--- config.mk ---
export PLATFORM = sky130hd
export DESIGN_NAME = iic_arbiter
export DESIGN_NICKNAME = d
export VERILOG_FILES = /design/src/rtl/iic_arbiter.sv
export SDC_FILE = /design/constraint.sdc
export NUM_CORES = 1
export LEC_CHECK = 0
export BUFFER_PORTS_ARGS = -buffer_cell sky130_fd_sc_hd__buf_4
export CAP_MARGIN = 20
export CORE_UTILIZATION = 47
export CTS_BUF_LIST = sky130_fd_sc_hd__clkbuf_8
export DETAILED_ROUTE_END_ITERATION = 8
export GPL_ROUTABILITY_DRIVEN = 0
export PLACE_DENSITY = 0.85
export SLEW_MARGIN = 20
export SYNTH_ARGS = -nofsm -noshare
export SYNTH_HDL_FRONTEND = slang
export SYNTH_SLANG_ARGS = --single-unit
--- constraint.sdc ---
create_clock -name clk -period 2.1 [get_ports clk]
set_input_delay 0.42 -clock clk [delete_from_list [all_inputs] [get_ports clk]]
set_output_delay 0.42 -clock clk [all_outputs]
set_load 0.01 [all_outputs]
--- src/rtl/iic_arbiter.sv ---
// -----------------------------------------------------------------------------
// iic_arbiter
//
// Shares one IIC master between two command sources. Port 0 and port 1 are
// arbitrated round-robin. The winning command is latched onto the master's
// command bus, and iic_start is held high until the master reports
// completion. Read data, the done pulse and the error flag are returned only
// to the port that won.
//
// Sequence: IDLE (capture + ack) -> ISSUE (raise start) -> WAIT -> DONE -> IDLE
//
// Optional feature: define IIC_ARB_TIMEOUT_EN to abort a WAIT that lasts
// TIMEOUT_CYC cycles. The aborted transaction finishes with reqN_err = 1.
// Without the macro, WAIT holds indefinitely and reqN_err is tied to 0.
//
// Ports
//   clk, rst_n             clock, asynchronous active-low reset
//   reqN_valid_i           port N command pending (held until reqN_ack_o)
//   reqN_wr_i              1 = write, 0 = read
//   reqN_addr_mem_i        1 = 16-bit register address, 0 = 8-bit
//   reqN_addr_i[15:0]      register address
//   reqN_wdata_i[7:0]      write data
//   reqN_ack_o             one-cycle pulse: command captured
//   reqN_done_o            one-cycle pulse: transaction finished
//   reqN_rdata_o[7:0]      read data, held until the next read on that port
//   reqN_err_o             with reqN_done_o: 1 = timed out
//   iic_start_o            level start to master
//   wr_en_o, rd_en_o       transaction type to master
//   addr_mem_o             address width to master
//   data_addr_o[15:0]      register address to master
//   wr_data_o[7:0]         write data to master
//   iic_wr_rd_done_i       master completion (pulse or level)
//   iic_rd_data_i[7:0]     master read data, valid with completion
// -----------------------------------------------------------------------------
`timescale 1ns/1ps
module iic_arbiter #(
  parameter int unsigned TIMEOUT_CYC = 1_000_000
) (
  input  logic        clk,
  input  logic        rst_n,
  input  logic        req0_valid_i,
  input  logic        req0_wr_i,
  input  logic        req0_addr_mem_i,
  input  logic [15:0] req0_addr_i,
  input  logic [7:0]  req0_wdata_i,
  output logic        req0_ack_o,
  output logic        req0_done_o,
  output logic [7:0]  req0_rdata_o,
  output logic        req0_err_o,
  input  logic        req1_valid_i,
  input  logic        req1_wr_i,
  input  logic        req1_addr_mem_i,
  input  logic [15:0] req1_addr_i,
  input  logic [7:0]  req1_wdata_i,
  output logic        req1_ack_o,
  output logic        req1_done_o,
  output logic [7:0]  req1_rdata_o,
  output logic        req1_err_o,
  output logic        iic_start_o,
  output logic        wr_en_o,
  output logic        rd_en_o,
  output logic        addr_mem_o,
  output logic [15:0] data_addr_o,
  output logic [7:0]  wr_data_o,
  input  logic        iic_wr_rd_done_i,
  input  logic [7:0]  iic_rd_data_i
);

  localparam logic [1:0] ST_IDLE  = 2'd0;
  localparam logic [1:0] ST_ISSUE = 2'd1;
  localparam logic [1:0] ST_WAIT  = 2'd2;
  localparam logic [1:0] ST_DONE  = 2'd3;

  logic [1:0]  state_q, state_d;
  logic        last_grant_q, last_grant_d;
  logic        grant_q, grant_d;       // port being served
  logic        cmd_wr_q, cmd_wr_d;     // type of the captured command
  logic        start_q, start_d;
  logic        wr_en_q, wr_en_d;
  logic        rd_en_q, rd_en_d;
  logic        addr_mem_q, addr_mem_d;
  logic [15:0] data_addr_q, data_addr_d;
  logic [7:0]  wr_data_q, wr_data_d;
  logic [1:0]  ack_q, ack_d;
  logic [1:0]  done_q, done_d;
  logic [7:0]  rdata0_q, rdata0_d;
  logic [7:0]  rdata1_q, rdata1_d;
  logic        pick1;
  logic        timed_out;

  // Port 1 wins when it is the only requester, or when both request and
  // port 1 did not win last time.
  assign pick1 = req1_valid_i & (~req0_valid_i | ~last_grant_q);

`ifdef IIC_ARB_TIMEOUT_EN
  localparam logic [31:0] TMO_LAST = 32'(TIMEOUT_CYC - 1);
  logic [31:0] tmo_cnt_q, tmo_cnt_d;
  logic [1:0]  err_q, err_d;
  assign timed_out = (tmo_cnt_q == TMO_LAST);
`else
  assign timed_out = 1'b0;
`endif

  always_comb begin
    state_d      = state_q;
    last_grant_d = last_grant_q;
    grant_d      = grant_q;
    cmd_wr_d     = cmd_wr_q;
    start_d      = start_q;
    wr_en_d      = wr_en_q;
    rd_en_d      = rd_en_q;
    addr_mem_d   = addr_mem_q;
    data_addr_d  = data_addr_q;
    wr_data_d    = wr_data_q;
    ack_d        = 2'b00;
    done_d       = 2'b00;
    rdata0_d     = rdata0_q;
    rdata1_d     = rdata1_q;
`ifdef IIC_ARB_TIMEOUT_EN
    tmo_cnt_d    = tmo_cnt_q;
    err_d        = 2'b00;
`endif
    case (state_q)
      ST_IDLE: begin
        if (req0_valid_i | req1_valid_i) begin
          grant_d     = pick1;
          ack_d       = pick1 ? 2'b10 : 2'b01;
          cmd_wr_d    = pick1 ? req1_wr_i       : req0_wr_i;
          addr_mem_d  = pick1 ? req1_addr_mem_i : req0_addr_mem_i;
          data_addr_d = pick1 ? req1_addr_i     : req0_addr_i;
          wr_data_d   = pick1 ? req1_wdata_i    : req0_wdata_i;
          state_d     = ST_ISSUE;
        end
      end
      ST_ISSUE: begin
        start_d = 1'b1;
        wr_en_d = cmd_wr_q;
        rd_en_d = ~cmd_wr_q;
`ifdef IIC_ARB_TIMEOUT_EN
        tmo_cnt_d = '0;
`endif
        state_d = ST_WAIT;
      end
      ST_WAIT: begin
        // Completion takes priority over a timeout in the same cycle.
        if (iic_wr_rd_done_i | timed_out) begin
          start_d      = 1'b0;
          wr_en_d      = 1'b0;
          rd_en_d      = 1'b0;
          last_grant_d = grant_q;
          done_d       = grant_q ? 2'b10 : 2'b01;
          if (iic_wr_rd_done_i & ~cmd_wr_q) begin
            if (grant_q) rdata1_d = iic_rd_data_i;
            else         rdata0_d = iic_rd_data_i;
          end
`ifdef IIC_ARB_TIMEOUT_EN
          err_d = iic_wr_rd_done_i ? 2'b00 : done_d;
`endif
          state_d = ST_DONE;
        end
`ifdef IIC_ARB_TIMEOUT_EN
        else begin
          tmo_cnt_d = tmo_cnt_q + 32'd1;
        end
`endif
      end
      ST_DONE: state_d = ST_IDLE;
      default: state_d = ST_IDLE;
    endcase
  end

  always_ff @(posedge clk or negedge rst_n) begin
    if (!rst_n) begin
      state_q      <= ST_IDLE;
      last_grant_q <= 1'b1;
      grant_q      <= 1'b0;
      cmd_wr_q     <= 1'b0;
      start_q      <= 1'b0;
      wr_en_q      <= 1'b0;
      rd_en_q      <= 1'b0;
      addr_mem_q   <= 1'b1;
      data_addr_q  <= '0;
      wr_data_q    <= '0;
      ack_q        <= '0;
      done_q       <= '0;
      rdata0_q     <= '0;
      rdata1_q     <= '0;
    end else begin
      state_q      <= state_d;
      last_grant_q <= last_grant_d;
      grant_q      <= grant_d;
      cmd_wr_q     <= cmd_wr_d;
      start_q      <= start_d;
      wr_en_q      <= wr_en_d;
      rd_en_q      <= rd_en_d;
      addr_mem_q   <= addr_mem_d;
      data_addr_q  <= data_addr_d;
      wr_data_q    <= wr_data_d;
      ack_q        <= ack_d;
      done_q       <= done_d;
      rdata0_q     <= rdata0_d;
      rdata1_q     <= rdata1_d;
    end
  end

`ifdef IIC_ARB_TIMEOUT_EN
  always_ff @(posedge clk or negedge rst_n) begin
    if (!rst_n) begin
      tmo_cnt_q <= '0;
      err_q     <= '0;
    end else begin
      tmo_cnt_q <= tmo_cnt_d;
      err_q     <= err_d;
    end
  end
  assign req0_err_o = err_q[0];
  assign req1_err_o = err_q[1];
`else
  assign req0_err_o = 1'b0;
  assign req1_err_o = 1'b0;
`endif

  assign req0_ack_o   = ack_q[0];
  assign req1_ack_o   = ack_q[1];
  assign req0_done_o  = done_q[0];
  assign req1_done_o  = done_q[1];
  assign req0_rdata_o = rdata0_q;
  assign req1_rdata_o = rdata1_q;
  assign iic_start_o  = start_q;
  assign wr_en_o      = wr_en_q;
  assign rd_en_o      = rd_en_q;
  assign addr_mem_o   = addr_mem_q;
  assign data_addr_o  = data_addr_q;
  assign wr_data_o    = wr_data_q;

endmodule

After elaboration in Yosys (flattened, before gate mapping)
Cells that the tools add are included.
{"block": "totals", "input_bits": 65, "regBits": 53}
{"block": "classes", "n_reduce_logical": 8, "bitwise_logic": 8, "n_mux": 17, "eq_ne": 5}
{"cell": "16-bit two-way mux", "count": 1}
{"cell": "2-bit two-way mux", "count": 8}
{"cell": "8-bit two-way mux", "count": 1}
{"cell": "2-bit case mux with 4 select lines", "count": 1}
{"cell": "2-bit AND reduction", "count": 4}
{"cell": "4-bit AND reduction", "count": 2}
{"cell": "1-bit case mux with 2 select lines", "count": 3}
{"cell": "2-bit == test, second input constant", "count": 2}
{"cell": "2-bit inequality test, second input constant", "count": 2}
{"cell": "1-bit inverter", "count": 4}
{"cell": "1-bit two-way mux", "count": 3}
{"cell": "1-bit AND", "count": 2}
{"cell": "2-bit by 1-bit == test with 1-bit output, second input constant", "count": 1}
{"cell": "2-bit logical NOT", "count": 1}
{"cell": "1-bit bitwise OR", "count": 2}
{"cell": "2-bit nonzero test", "count": 1}

Longest topological paths before layout
{"block": "depth", "depth_word": 6, "mapped_depth": 7}

Worst setup path after synthesis
Ideal clock, no wire load.
{"block": "synth_path", "path_type": "flip-flop to flip-flop", "start": "register state_q[0]", "end": "register rdata0_q[0] (netlist: req0_rdata_o[0])", "path_stages_with_launch": 7, "slack_ns": 0.470, "synth_period_minus_slack_ns": 1.630, "n_path_buf": 1, "arrival_time_ns": 1.505, "cell_sequence": "dfrtp_1 inv_1 ha_1 clkbuf_2 nand2_1 nor3_4 mux2_2"}
{"block": "synth_between", "elab_chain_len": 2}
{"element": "from (decl)", "line_no": "74", "rtl": "logic [1:0] state_q, state_d;"}
{"element": "from (signal assigned)", "line_no": "189", "rtl": "state_q <= state_d;"}
{"element": "2-bit == test", "line_no": "123", "rtl": "case (state_q)"}
{"element": "4-bit AND reduction (no source line)"}
{"element": "to (signal assigned)", "line_no": "201", "rtl": "rdata0_q <= rdata0_d;"}
{"element": "to (decl)", "line_no": "86", "rtl": "logic [7:0] rdata0_q, rdata0_d;"}
Every way passes these cells.
A chain may end at the register's enable or synchronous reset.

Worst setup path in the final report
{"block": "layout_path", "start": "register state_q[0]", "end": "register rdata0_q[7] (netlist: req0_rdata_o[7])"}
Same word-level chain as after synthesis.

==> impl_metrics.toml <==
[status]
status = "finished clean"

[cts]
postCtsSetupRepairBufs = 0
hold_buffers = 0
cts_buffer_depth = 2
path_clk_slew_ps = 90
clock-root-buffer = "clkbuf_8"
cts-resized-gates = 0
cts_tree = "built"
clock_latency_ps = 290
cts.sinks = 53
cts_htree_levels = 2
cts_buffers = 5

[drt]
wl_per_cell_um = 13.8
via_count = 1899
top_layer_used = "met4"
drt_first_pass_iters = 4
vias_per_cell = 5.06
met3_wirelength_um = 309
dr_wl_met2_um = 2620
drt_iter0_markers = 69
met1_length_um = 2140
routed_wl_um = 5190
drc_errors = 0
ant_nets = 0

[timing]
slew_headroom = 0.515
setup_viol = 0
finalHoldViolCount = 0
max_freq_mhz = 534
tightest_slew_ps = 724
skew_ps = 2.46
slew_viol_final = 0
totalNegativeSetupSlack_ps = 0
rsz0062_at_grt = "no"
fin_crit_ps = 1870
period_share = 0.891

[global_route]
overflow = 0
grt_pass1_vias = 1906
grt_pass1_wl_um = 8470
grt_usage = 0.210
antenna_found_initial = 0
grt_start_max_net_pins = 54

[pwr]
power_leakage_nw = 1.66
p_per_area_nw_per_um2 = 1360
ir_drop_v = 0.000662

[worst_setup_path]
worstPathRequired_ps = 2290
slowest_delay_ps = 410
cp-end-kind = "flip-flop"
path_delay_family = "simple AND/OR/NAND/NOR gates"
worstPathCellList = "inv_1 > ha_1 > nand2_1 > nor3_4 > mux2_2"
cp_max_fo = 8
crit_arrival_ps = 2060
critPathBufInv = 1
start_kind = "flip-flop"
cpMaxStageDelayCell = "dfrtp_1"
crit_type = "reg -> reg"

[finish]
diodes = 0
fin_area_um2 = 3260
synthToLayoutAreaGrowth_pct = 41.4
fill_cells = 363
layout.nets = 376
drive_gt1_frac = 0.477

[worst_hold_path]
hp-class = "in -> async"

[synth]
syn_avg_cell_area_um2 = 11.7
yosysSeqAreaShare = 0.577
syn_area_um2 = 2300
ys_ff_latch = 53
synth_cell_types = 31
synthesis.instances = 197
yosysWarnings = 0

[place]
port_buffers = 112
postPlaceCellArea_um2 = 3160
hpwl_um = 3820

[floorplan]
initial_core_util = 0.487
die_w_um = 72.0
coreArea_um2 = 4720
ioPinCount = 115
rows = 25
dieArea_um2 = 5180
die_y_um = 72.0

[job]
max_cap_viol_count = 0
per-layer routing:
layer  GRT usage  vias to the layer above
li1            -                      910
met1       0.243                      891
met2       0.384                       86
met3      0.0458                       12
met4      0.0719                        0
met5           0                        -
synthesized netlist by cell type, drive strengths merged:
cell type,instances,area (µm²)
dfrtp,51,1280
a21oi,29,145
nand2,18,67.6
nor2,18,67.6
mux2,17,191
and3,12,75.1
a221o,11,110
buf,10,78.8
ha,4,50.1
inv,4,15.0
o21ai,3,15.0
a21o,2,15.0
clkbuf,2,8.75
dfstp,2,52.6
mux2i,2,20.0
a21bo,1,16.3
a21boi,1,11.3
a22oi,1,7.51
and2,1,8.76
conb,1,3.75
nand4,1,12.5
nor2b,1,6.26
nor3,1,16.3
nor3b,1,7.51
o21a,1,7.51
o22ai,1,6.26
o32a,1,10.0
through the flow:
| stage | total power [mW] | hold WS, ps | cells | setup WS, ps | utilization |
|---|---|---|---|---|---|
| after global routing | 4.74 | 189 | 375 | 89.1 | 0.689 |
| after global placement | 3.82 | 486 | 367 | 255 | 0.669 |
| after floorplan | 2.94 | 124 | 198 | 470 | - |
| final | 4.41 | 133 | 375 | 228 | 0.689 |
| after detailed placement | 3.89 | 490 | 367 | 240 | 0.669 |
| after CTS | 4.45 | 161 | 375 | 220 | 0.688 |
report_power, final:
group          leakage, nW  total, mW  internal [mW]  switching, mW
clock               0.0439      0.547          0.231          0.316
combinational        0.984       2.05           1.11          0.941
sequential           0.636       1.81           1.52          0.297
registers in the layout, indices dropped and copies added (netlist names), 2 cells and up:
name / cells
ack_q: 2
data_addr_o: 16
req1_rdata_o: 8
wr_data_o: 8
done_q: 2
req0_rdata_o: 8
state_q: 2
cell usage in the layout, fill, tap and decap left out, drive strengths merged, types with 2 or more instances in the layout:
cell type / n
a21o: 2
a21oi: 29
a221o: 11
and3: 12
buf: 114
clkbuf: 5
clkinv: 2
conb: 2
dfrtp: 51
dfstp: 2
ha: 4
inv: 4
mux2: 17
mux2i: 2
nand2: 18
nor2: 18
o21ai: 3
path summary, 6_finish.rpt:
kind                                 start         endpoint  slack (ps)  depth (start not counted)
min in group clk           req0_addr_mem_i       addr_mem_o         330                          3
setup / recovery                state_q[0]  req0_rdata_o[7]         230                          5
max in group asynchronous            rst_n  data_addr_o[15]        1530                          1
setup reg to reg                state_q[0]  req0_rdata_o[7]         230                          5
hold / removal                       rst_n       state_q[0]         130                          1
hold reg to reg            req1_rdata_o[7]  req1_rdata_o[7]         510                          1
cell type report:
| cell class | instances | area [µm²] | area share |
|---|---|---|---|
| clock buffers | 5 | 68.8 | 0.0211 |
| well taps | 67 | 83.8 | 0.0257 |
| clock inverters | 3 | 17.5 | 0.00538 |
| repair buffers | 114 | 856 | 0.263 |
| inverters | 4 | 15.0 | 0.00461 |
| flip-flops and latches | 53 | 1330 | 0.408 |
| multi-input cells | 129 | 886 | 0.272 |
cells by family after synthesis:
group                      share of synthesized area
adders and majority gates                     0.0217
other                                        0.00163
DFF                                            0.577
AOI/OAI and AO/OA                              0.149
muxes                                         0.0918
buffers and inverters                         0.0446
and+or+nand+nor                                0.114
Note: power is estimated with default switching activity, not from simulation.
